<file path="config.mk">
export PLATFORM = sky130hd
export DESIGN_NAME = i2c_target_regs
export DESIGN_NICKNAME = d
export VERILOG_FILES = /design/src/rtl/i2c_target_regs.sv
export SDC_FILE = /design/constraint.sdc
export NUM_CORES = 1
export LEC_CHECK = 0
export CAP_MARGIN = 10
export CORE_MARGIN = 1
export CORE_UTILIZATION = 45
export CTS_CLUSTER_SIZE = 12
export DETAILED_ROUTE_END_ITERATION = 16
export GPL_ROUTABILITY_DRIVEN = 0
export PLACE_DENSITY = 0.58
export SLEW_MARGIN = 20
export SYNTH_ARGS = -nofsm -noshare
export SYNTH_HDL_FRONTEND = slang
export SYNTH_SLANG_ARGS = --single-unit
</file>
<file path="constraint.sdc">
create_clock -name clk_i -period 6.65 [get_ports clk_i]
set_input_delay 0.9975 -clock clk_i [delete_from_list [all_inputs] [get_ports clk_i]]
set_output_delay 0.9975 -clock clk_i [all_outputs]
set_load 0.005 [all_outputs]
</file>
<file path="src/rtl/i2c_target_regs.sv">
// rtl/i2c_target_regs.sv - I2C target with auto-incrementing byte register file
// Optional general-call reset (address 0x00, command 0x06) under `I2C_TARGET_GENERAL_CALL_EN.
module i2c_target_regs #(
    parameter logic [6:0] TARGET_ADDR = 7'h50,
    parameter int         REG_DEPTH   = 16,
    parameter int         SYNC_STAGES = 2
) (
    input  logic       clk_i,
    input  logic       rst_i,
    input  logic       i2c_scl_i,
    input  logic       i2c_sda_i,
    output logic       i2c_sda_o,
    output logic       i2c_sda_t,
    output logic       busy_o,
    output logic       wr_valid_o,
    output logic [7:0] wr_addr_o,
    output logic [7:0] wr_data_o
);
    localparam int PTR_W = (REG_DEPTH > 1) ? $clog2(REG_DEPTH) : 1;

    typedef enum logic [3:0] {
        IDLE, ADDR, ADDR_ACK, PTR, PTR_ACK, WDATA, WDATA_ACK, RDATA, RDATA_ACK, IGNORE
    } state_t;

    logic [SYNC_STAGES-1:0] scl_sync, sda_sync;
    logic                   scl_d, sda_d;
    logic                   scl_s, sda_s;
    logic                   scl_rise, scl_fall, start_ev, stop_ev;

    state_t             state_q, state_d;
    logic [3:0]         cnt_q, cnt_d;
    logic [7:0]         shift_q, shift_d, tx_q, tx_d;
    logic [PTR_W-1:0]   ptr_q, ptr_d;
    logic               sda_t_q, sda_t_d, busy_q, busy_d;
    logic               dir_q, dir_d, gc_q, gc_d, rd_ack_q, rd_ack_d;
    logic               wr_fire, clear_all;
    logic [7:0]         rx_byte, rd_byte;
    logic [7:0]         regs_q [REG_DEPTH];

    assign scl_s    = scl_sync[SYNC_STAGES-1];
    assign sda_s    = sda_sync[SYNC_STAGES-1];
    assign scl_rise = scl_s & ~scl_d;
    assign scl_fall = ~scl_s & scl_d;
    assign start_ev = scl_s & scl_d & sda_d & ~sda_s;
    assign stop_ev  = scl_s & scl_d & ~sda_d & sda_s;
    assign rx_byte  = {shift_q[6:0], sda_s};
    assign rd_byte  = regs_q[ptr_q];

    // Idle-high reset values keep a reset release from looking like a bus event.
    always_ff @(posedge clk_i) begin
        if (rst_i) begin
            scl_sync <= '1;
            sda_sync <= '1;
            scl_d    <= 1'b1;
            sda_d    <= 1'b1;
        end else begin
            scl_sync <= {scl_sync[SYNC_STAGES-2:0], i2c_scl_i};
            sda_sync <= {sda_sync[SYNC_STAGES-2:0], i2c_sda_i};
            scl_d    <= scl_s;
            sda_d    <= sda_s;
        end
    end

    always_comb begin
        state_d   = state_q;
        cnt_d     = cnt_q;
        shift_d   = shift_q;
        tx_d      = tx_q;
        ptr_d     = ptr_q;
        sda_t_d   = sda_t_q;
        busy_d    = busy_q;
        dir_d     = dir_q;
        gc_d      = gc_q;
        rd_ack_d  = rd_ack_q;
        wr_fire   = 1'b0;
        clear_all = 1'b0;
        if (start_ev) begin
            state_d = ADDR;
            cnt_d   = 4'd0;
            sda_t_d = 1'b1;
            busy_d  = 1'b1;
            gc_d    = 1'b0;
        end else if (stop_ev) begin
            state_d = IDLE;
            sda_t_d = 1'b1;
            busy_d  = 1'b0;
        end else begin
            case (state_q)
                ADDR, PTR, WDATA: begin
                    if (scl_rise && cnt_q < 4'd8) begin
                        shift_d = rx_byte;
                        cnt_d   = cnt_q + 4'd1;
                        if (cnt_q == 4'd7 && state_q == PTR && !gc_q) begin
                            ptr_d = rx_byte[PTR_W-1:0];
                        end
                        if (cnt_q == 4'd7 && state_q == WDATA) begin
                            wr_fire = 1'b1;
                            ptr_d   = ptr_q + PTR_W'(1);
                        end
                    end else if (scl_fall && cnt_q == 4'd8) begin
                        cnt_d   = 4'd0;
                        state_d = IGNORE;
                        if (state_q == ADDR) begin
                            if (shift_q[7:1] == TARGET_ADDR) begin
                                sda_t_d = 1'b0;
                                state_d = ADDR_ACK;
                                dir_d   = shift_q[0];
                            end
`ifdef I2C_TARGET_GENERAL_CALL_EN
                            else if (shift_q == 8'h00) begin
                                sda_t_d = 1'b0;
                                state_d = ADDR_ACK;
                                dir_d   = 1'b0;
                                gc_d    = 1'b1;
                            end
`endif
                        end else if (state_q == PTR && gc_q) begin
                            if (shift_q == 8'h06) begin
                                sda_t_d   = 1'b0;
                                state_d   = PTR_ACK;
                                clear_all = 1'b1;
                                ptr_d     = '0;
                            end
                        end else begin
                            sda_t_d = 1'b0;
                            state_d = (state_q == PTR) ? PTR_ACK : WDATA_ACK;
                        end
                    end
                end
                ADDR_ACK, PTR_ACK, WDATA_ACK: begin
                    if (scl_rise) begin
                        cnt_d = 4'd1;
                    end else if (scl_fall && cnt_q == 4'd1) begin
                        cnt_d   = 4'd0;
                        sda_t_d = 1'b1;
                        if (state_q == ADDR_ACK && dir_q) begin
                            state_d = RDATA;
                            tx_d    = rd_byte;
                            sda_t_d = rd_byte[7];
                        end else if (state_q == ADDR_ACK) begin
                            state_d = PTR;
                        end else if (state_q == PTR_ACK && gc_q) begin
                            state_d = IGNORE;
                        end else begin
                            state_d = WDATA;
                        end
                    end
                end
                RDATA: begin
                    if (scl_rise) begin
                        cnt_d = cnt_q + 4'd1;
                    end else if (scl_fall && cnt_q != 4'd0) begin
                        if (cnt_q == 4'd8) begin
                            sda_t_d = 1'b1;
                            state_d = RDATA_ACK;
                            cnt_d   = 4'd0;
                        end else begin
                            sda_t_d = tx_q[6];
                            tx_d    = {tx_q[6:0], 1'b0};
                        end
                    end
                end
                RDATA_ACK: begin
                    if (scl_rise) begin
                        cnt_d    = 4'd1;
                        rd_ack_d = ~sda_s;
                        if (!sda_s) ptr_d = ptr_q + PTR_W'(1);
                    end else if (scl_fall && cnt_q == 4'd1) begin
                        cnt_d = 4'd0;
                        if (rd_ack_q) begin
                            state_d = RDATA;
                            tx_d    = rd_byte;
                            sda_t_d = rd_byte[7];
                        end else begin
                            state_d = IGNORE;
                        end
                    end
                end
                default: ;
            endcase
        end
    end

    always_ff @(posedge clk_i) begin
        if (rst_i) begin
            state_q    <= IDLE;
            cnt_q      <= 4'd0;
            shift_q    <= 8'h00;
            tx_q       <= 8'h00;
            ptr_q      <= '0;
            sda_t_q    <= 1'b1;
            busy_q     <= 1'b0;
            dir_q      <= 1'b0;
            gc_q       <= 1'b0;
            rd_ack_q   <= 1'b0;
            wr_valid_o <= 1'b0;
            wr_addr_o  <= 8'h00;
            wr_data_o  <= 8'h00;
            for (int i = 0; i < REG_DEPTH; i++) regs_q[i] <= 8'h00;
        end else begin
            state_q    <= state_d;
            cnt_q      <= cnt_d;
            shift_q    <= shift_d;
            tx_q       <= tx_d;
            ptr_q      <= ptr_d;
            sda_t_q    <= sda_t_d;
            busy_q     <= busy_d;
            dir_q      <= dir_d;
            gc_q       <= gc_d;
            rd_ack_q   <= rd_ack_d;
            wr_valid_o <= wr_fire;
            if (clear_all) begin
                for (int i = 0; i < REG_DEPTH; i++) regs_q[i] <= 8'h00;
            end
            if (wr_fire) begin
                regs_q[ptr_q] <= rx_byte;
                wr_addr_o     <= 8'(ptr_q);
                wr_data_o     <= rx_byte;
            end
        end
    end

    assign i2c_sda_o = 1'b0;
    assign i2c_sda_t = sda_t_q;
    assign busy_o    = busy_q;
endmodule

</file>
## Word-level counts from Yosys, hierarchy flattened

Memory sizes are Yosys's and may differ from the RTL's. A register that Yosys moved wholly into a read port is not among the register bits.
Index checks and enable logic that the tools add are counted.

| storage, ports and cells | value |
|---|---|
| register bits after elaboration | 50 |
| bits of input ports | 4 |
| logic and storage cells | 182 |
| output and inout bits | 20 |
| bits in writable memories | 128 |
| memories kept | 1 |

Memory list:

| name | words | width | rd ports | clocked after Yosys merged registers in | write ports | RTL line | source |
|---|---|---|---|---|---|---|---|
| regs_q | 16 | 8 | 1 | 1 | 16 | 38 | `logic [7:0] regs_q [REG_DEPTH];` |

| cells by class | value |
|---|---|
| order comparisons | 1 |
| add/subtract/negate cells | 2 |
| reductions and logical operators | 29 |
| bitwise gates (word level) | 14 |
| multiplexer cells | 73 |
| equal/unequal tests | 45 |

Operators with widths:

| kind | number |
|---|---|
| 4-bit 2-to-1 mux | 27 |
| 7-bit 2-to-1 mux | 9 |
| 4-bit != test, second input constant | 10 |
| 2-bit != test, second input constant | 15 |
| 10-bit AND reduction | 3 |
| 1-bit 2-to-1 mux | 28 |
| 7-bit one-hot mux with 3 select lines | 1 |
| 4-bit by 3-bit equality test with 1-bit output, second input constant | 5 |
| 3-bit != test, second input constant | 6 |
| 4-bit one-hot mux with 4 select lines | 1 |
| 4-bit one-hot mux with 3 select lines | 1 |
| 12-bit AND reduction | 1 |
| 11-bit AND reduction | 1 |
| 3-bit OR reduction | 3 |
| 4-bit by 1-bit adder with 4-bit output, second input constant | 2 |
| 4-bit by 1-bit equality test with 1-bit output, second input constant | 2 |
| 4-bit by 2-bit equality test with 1-bit output, second input constant | 2 |
| 4-bit equality test, second input constant | 2 |
| 8-bit by 3-bit equality test with 1-bit output, second input constant | 1 |
| 8-bit 2-to-1 mux | 1 |
| 4-bit one-hot mux with 2 select lines | 1 |
| 4-bit AND reduction | 2 |
| 4-bit nonzero test | 2 |
| 8-bit OR reduction | 1 |
| other kinds (16) | 37 |

## Longest topological paths before layout

| logic depth | value |
|---|---|
| depth in word-level cells | 12 |
| mapped depth | 9 |
| gate-level depth less buffers | 8 |

## Worst setup path after synthesis

No wires, ideal clock.

| path | value |
|---|---|
| kind | flip-flop to flip-flop |
| start point | reg cnt_q[0] |
| end point | mem regs_q[1][0], enable pin |
| arrival | 2172 ps |
| setup time | 330 ps |
| setup slack | 4148 ps |
| period minus slack after synthesis | 2502 ps |
| buffers on the path | 0 |
| cell stages (with the launch flop) | 8 |
| required time | 6320 ps |
| cells stage by stage | dfxtp_1 -> ha_1 -> and3b_1 -> nand3_2 -> or4_4 -> or3_4 -> nor2_4 -> or2_1 |

RTL lines:

| item | RTL line | source |
|---|---|---|
| start, declared | 31 | `logic [3:0] cnt_q, cnt_d;` |
| start signal, assigned | 202 | `cnt_q <= cnt_d;` |
| end, declared | 38 |  |

==> flow_summary.html <==
<table>
<tr><th>Metric</th><th>Value</th></tr>
<tr><th colspan="2">Outcome</th></tr>
<tr><td>Status</td><td>complete, no violations</td></tr>
<tr><th colspan="2">Synth</th></tr>
<tr><td>Flops &amp; latches, synth</td><td>182</td></tr>
<tr><td>EDFF count, synth</td><td>128</td></tr>
<tr><td>Proportion of synthesized flip-flops having asynchronous set or reset</td><td>0%</td></tr>
<tr><td>Number of instances in the synthesized netlist</td><td>701</td></tr>
<tr><td>Yosys Warn Count</td><td>0</td></tr>
<tr><td>Post-synth design cell area</td><td>8600 um^2</td></tr>
<tr><td>Flip-flop cell with the highest count after synthesis</td><td>edfxtp_1</td></tr>
<tr><td>Count of different cell masters after synthesis</td><td>62</td></tr>
<tr><td>Proportion of synthesized chip area in sequential cells</td><td>57.2%</td></tr>
<tr><td>Post-Syn Area per Cell</td><td>12.3 um^2</td></tr>
<tr><th colspan="2">Clock tree</th></tr>
<tr><td>Hold-fix buffer count after cts</td><td>0</td></tr>
<tr><td>Clock Path Buffers</td><td>2</td></tr>
<tr><td>Clk sink count</td><td>182</td></tr>
<tr><td>Buffers inserted by post-CTS timing repair</td><td>0</td></tr>
<tr><td>Quantity of gates resized following cts</td><td>0</td></tr>
<tr><td>Clock tree from TritonCTS</td><td>yes</td></tr>
<tr><td>Number of CTS-inserted buffers</td><td>17</td></tr>
<tr><td>Insertion delay of the later-clocked pin in the worst-skew pair</td><td>0.43 ns</td></tr>
<tr><td>Register clock-pin slew on the reported worst setup and hold paths</td><td>0.07 ns</td></tr>
<tr><td># H-tree levels</td><td>4</td></tr>
<tr><td>Clock root buffer</td><td>clkbuf_16</td></tr>
<tr><th colspan="2">Drt</th></tr>
<tr><td>Total vias in the final route</td><td>5,450</td></tr>
<tr><td>Vias per cell</td><td>5.76</td></tr>
<tr><td>Initial DRT Pass Iterations</td><td>5</td></tr>
<tr><td>Post-detailed-route count of antenna-violating nets</td><td>0</td></tr>
<tr><td>Average wire per cell in the routed design</td><td>22.0 um</td></tr>
<tr><td>DRT iter0 DRCs</td><td>402</td></tr>
<tr><td>Remaining design rule violation count</td><td>0</td></tr>
<tr><td>Routed WL</td><td>20.8 mm</td></tr>
<tr><th colspan="2">Power</th></tr>
<tr><td>Leak</td><td>3.37 nW</td></tr>
<tr><td>Relative contribution of the clock network to total power</td><td>42.8%</td></tr>
<tr><td>Net switching fraction of the power</td><td>22.9%</td></tr>
<tr><td>Switching power</td><td>0.000524 W</td></tr>
<tr><td>PnR Total Power</td><td>0.00229 W</td></tr>
<tr><td>Worst-case vdd ir drop</td><td>166 uV</td></tr>
<tr><td>Portion of total power attributed to sequential cells</td><td>54.6%</td></tr>
<tr><td>Total power per unit cell area</td><td>241 nW/um^2</td></tr>
<tr><td>Cell-internal power</td><td>0.00177 W</td></tr>
<tr><td>Comb pwr share</td><td>2.6%</td></tr>
<tr><th colspan="2">Timing</th></tr>
<tr><td>Worst path setup slack after routing</td><td>3.69 ns</td></tr>
<tr><td>Max Slew Vio Count</td><td>0</td></tr>
<tr><td>Final Hold Violating Endpoints</td><td>0</td></tr>
<tr><td>Slew @ Worst Pin</td><td>1.09 ns</td></tr>
<tr><td>Setup total negative slack</td><td>0 ns</td></tr>
<tr><td>Fin Hold WS</td><td>0.413 ns</td></tr>
<tr><td>Tmin final</td><td>2.96 ns</td></tr>
<tr><td>Post-Route Skew</td><td>0.0115 ns</td></tr>
<tr><td>Final cycle utilization of the critical path</td><td>44.5%</td></tr>
<tr><td>Final number of setup-violating endpoints</td><td>0</td></tr>
<tr><td>Highest clock frequency the design can meet</td><td>0.338 GHz</td></tr>
<tr><td>Worst relative slew slack</td><td>27.1%</td></tr>
<tr><td>Unrepaired setup endpoints after global routing</td><td>no</td></tr>
<tr><th colspan="2">Placement</th></tr>
<tr><td>Setup slack after placement</td><td>3.67 ns</td></tr>
<tr><td>I/O Buffers</td><td>18</td></tr>
<tr><td>Detailed Place HPWL</td><td>13.7 mm</td></tr>
<tr><th colspan="2">Die</th></tr>
<tr><td>Floorplan Core Area</td><td>18,700 um^2</td></tr>
<tr><td>Initial Utilization</td><td>46.0%</td></tr>
<tr><td>Die Ht</td><td>140 um</td></tr>
<tr><td>Number of rows created at floorplan</td><td>50</td></tr>
<tr><td>Area enclosed by the die boundary</td><td>19,700 um^2</td></tr>
<tr><td>Count of pins on the block boundary</td><td>24</td></tr>
<tr><td>Horizontal die dimension</td><td>140 um</td></tr>
<tr><th colspan="2">Min path</th></tr>
<tr><td>Tightest Hold Check Type</td><td>flop to flop</td></tr>
<tr><th colspan="2">Cells and area</th></tr>
<tr><td>Filler Cells Inserted</td><td>1,613</td></tr>
<tr><td>Number of nets in the layout</td><td>711</td></tr>
<tr><td>Total area of multi-input combinational cells</td><td>3440 um^2</td></tr>
<tr><td>Commonest cells after routing, fill and taps aside</td><td>and2_1 (128), edfxtp_1 (128), dfxtp_1 (53)</td></tr>
<tr><td>Antenna Diode Count</td><td>0</td></tr>
<tr><td>Fraction of final layout cells with drive strength greater than 1</td><td>16.0%</td></tr>
<tr><td>Area growth syn-to-layout</td><td>10.5%</td></tr>
<tr><td>Reg area</td><td>4930 um^2</td></tr>
<tr><th colspan="2">Global routing</th></tr>
<tr><td>Number of antenna violations at the first check in global routing</td><td>0</td></tr>
<tr><td>Number of global-route vias before repair</td><td>5,402</td></tr>
<tr><td>Final global-route overflow total</td><td>0</td></tr>
<tr><td>Largest net degree at the start of global routing</td><td>65</td></tr>
<tr><td>Wire length of the first global-routing pass</td><td>32.6 mm</td></tr>
<tr><td>Global-route usage over all layers</td><td>22.8%</td></tr>
<tr><th colspan="2">Worst setup path</th></tr>
<tr><td>Critical Path Start Type</td><td>flop</td></tr>
<tr><td>Critical path class</td><td>flop to flop</td></tr>
<tr><td>Type of destination of the critical path</td><td>flop</td></tr>
<tr><td>Required time of the worst setup path</td><td>6.75 ns</td></tr>
<tr><td>Data arrival time at the worst-slack endpoint</td><td>3.06 ns</td></tr>
<tr><td>Worst Path Max Fanout</td><td>14</td></tr>
<tr><th colspan="2">Flow run</th></tr>
<tr><td>Maximum capacitance violations</td><td>0</td></tr>
</table>
==> kinds of logic after synthesis <==
family | share of synthesized area [%]
adders and majority gates | 1.02
xor gates and xnor gates | 0.204
DFF | 57.2
muxes | 10.9
other | 0.0436
and+or+nand+nor | 20.9
buffers and inverters | 2.97
AOI/OAI and AO/OA | 6.79
==> sequential cells by signal, summed over array words and instances, names as in the netlist, 2 cells and up, named ones only <==
register and cells:
tx_q 7, shift_q 8, scl_sync 2, regs_q 128
wr_addr_o 4, sda_sync 2, ptr_q 4, cnt_q 4
state_q 4, wr_data_o 8
==> worst max-delay path: stages (launching register included) <==
cell and delay [ns]:
dfxtp_1 0.42, ha_1 0.21, and3b_1 0.22, nand3_2 0.11
or4_4 0.63, or3_4 0.46, nor2_4 0.22, or2_1 0.34
==> cell usage after synthesis (3+ instances only) <==
cell type,number,area [um^2]
nand4b_1,5,43.8
a21oi_1,31,155
a211oi_1,4,30.0
a22o_1,6,52.6
nor3_1,5,25.0
a21o_1,9,67.6
or2_2,22,138
nand3b_1,3,22.5
buf_2,6,30.0
and2_1,128,801
nand2_1,39,146
ha_1,7,87.6
nor2b_1,5,31.3
buf_4,6,45.0
inv_1,7,26.3
nand4_1,6,37.5
nor2_4,4,45.0
nor2_1,37,139
o22ai_1,4,25.0
dfxtp_1,54,1080
and3b_1,3,26.3
o311ai_0,6,52.6
clkbuf_1,39,146
nor3b_1,4,30.0
mux4_2,33,743
edfxtp_1,128,3840
nand2b_1,8,50.1
nand3_1,14,70.1
o21ai_0,16,80.1
or3_1,3,18.8
mux2i_1,17,170
==> power by group through the flow <==
stage               Combinational [W]  Sequential (W)  Clock (W)
floorplan                   0.0000458         0.00127          0
global placement            0.0000575         0.00128          0
detailed placement          0.0000595         0.00128          0
CTS                         0.0000595         0.00125   0.000993
global route                0.0000647         0.00125    0.00103
finish                      0.0000592         0.00125   0.000980
==> final timing paths <==
| kind | from | depth (start not counted) | to | slack (ns) |
|---|---|---|---|---|
| worst max-delay path | cnt_q[0]$_SDFFE_PP0P_ | 7 | regs_q[1][4]$_SDFFCE_PN0P_ | 3.69 |
| worst min-delay path | sda_sync[0]$_SDFF_PP1_ | 1 | sda_sync[1]$_SDFF_PP1_ | 0.41 |
| worst max register to register | cnt_q[0]$_SDFFE_PP0P_ | 7 | regs_q[1][4]$_SDFFCE_PN0P_ | 3.69 |
| worst min register to register | sda_sync[0]$_SDFF_PP1_ | 1 | sda_sync[1]$_SDFF_PP1_ | 0.41 |
==> through the flow <==
stage / util (%) / cells / instance area, um^2
final: 50.8 / 947 / 9510
after floorplan: - / 705 / 8620
after CTS: 50.8 / 947 / 9510
after global routing: 50.8 / 947 / 9510
after global placement: 47.8 / 915 / 8940
after detailed placement: 47.8 / 915 / 8940
==> per-layer routing <==
layer / wire (um) / GRT usage (%) / vias up
met5: 0 / 0 / -
met4: 155 / 5.09 / 0
met3: 1220 / 4.48 / 14
met2: 10300 / 37.2 / 158
met1: 9170 / 31.7 / 2748
li1: - / - / 2530
==> layout make-up <==
type	count	area share [%]
clock inverters	14	1.37
clock buffers	18	4.62
multi-input cells	463	36.2
repair buffers	29	2.71
inverters	7	0.276
flip-flops and latches	182	51.8
well taps	234	3.08
(Power assumes the default switching activity.)
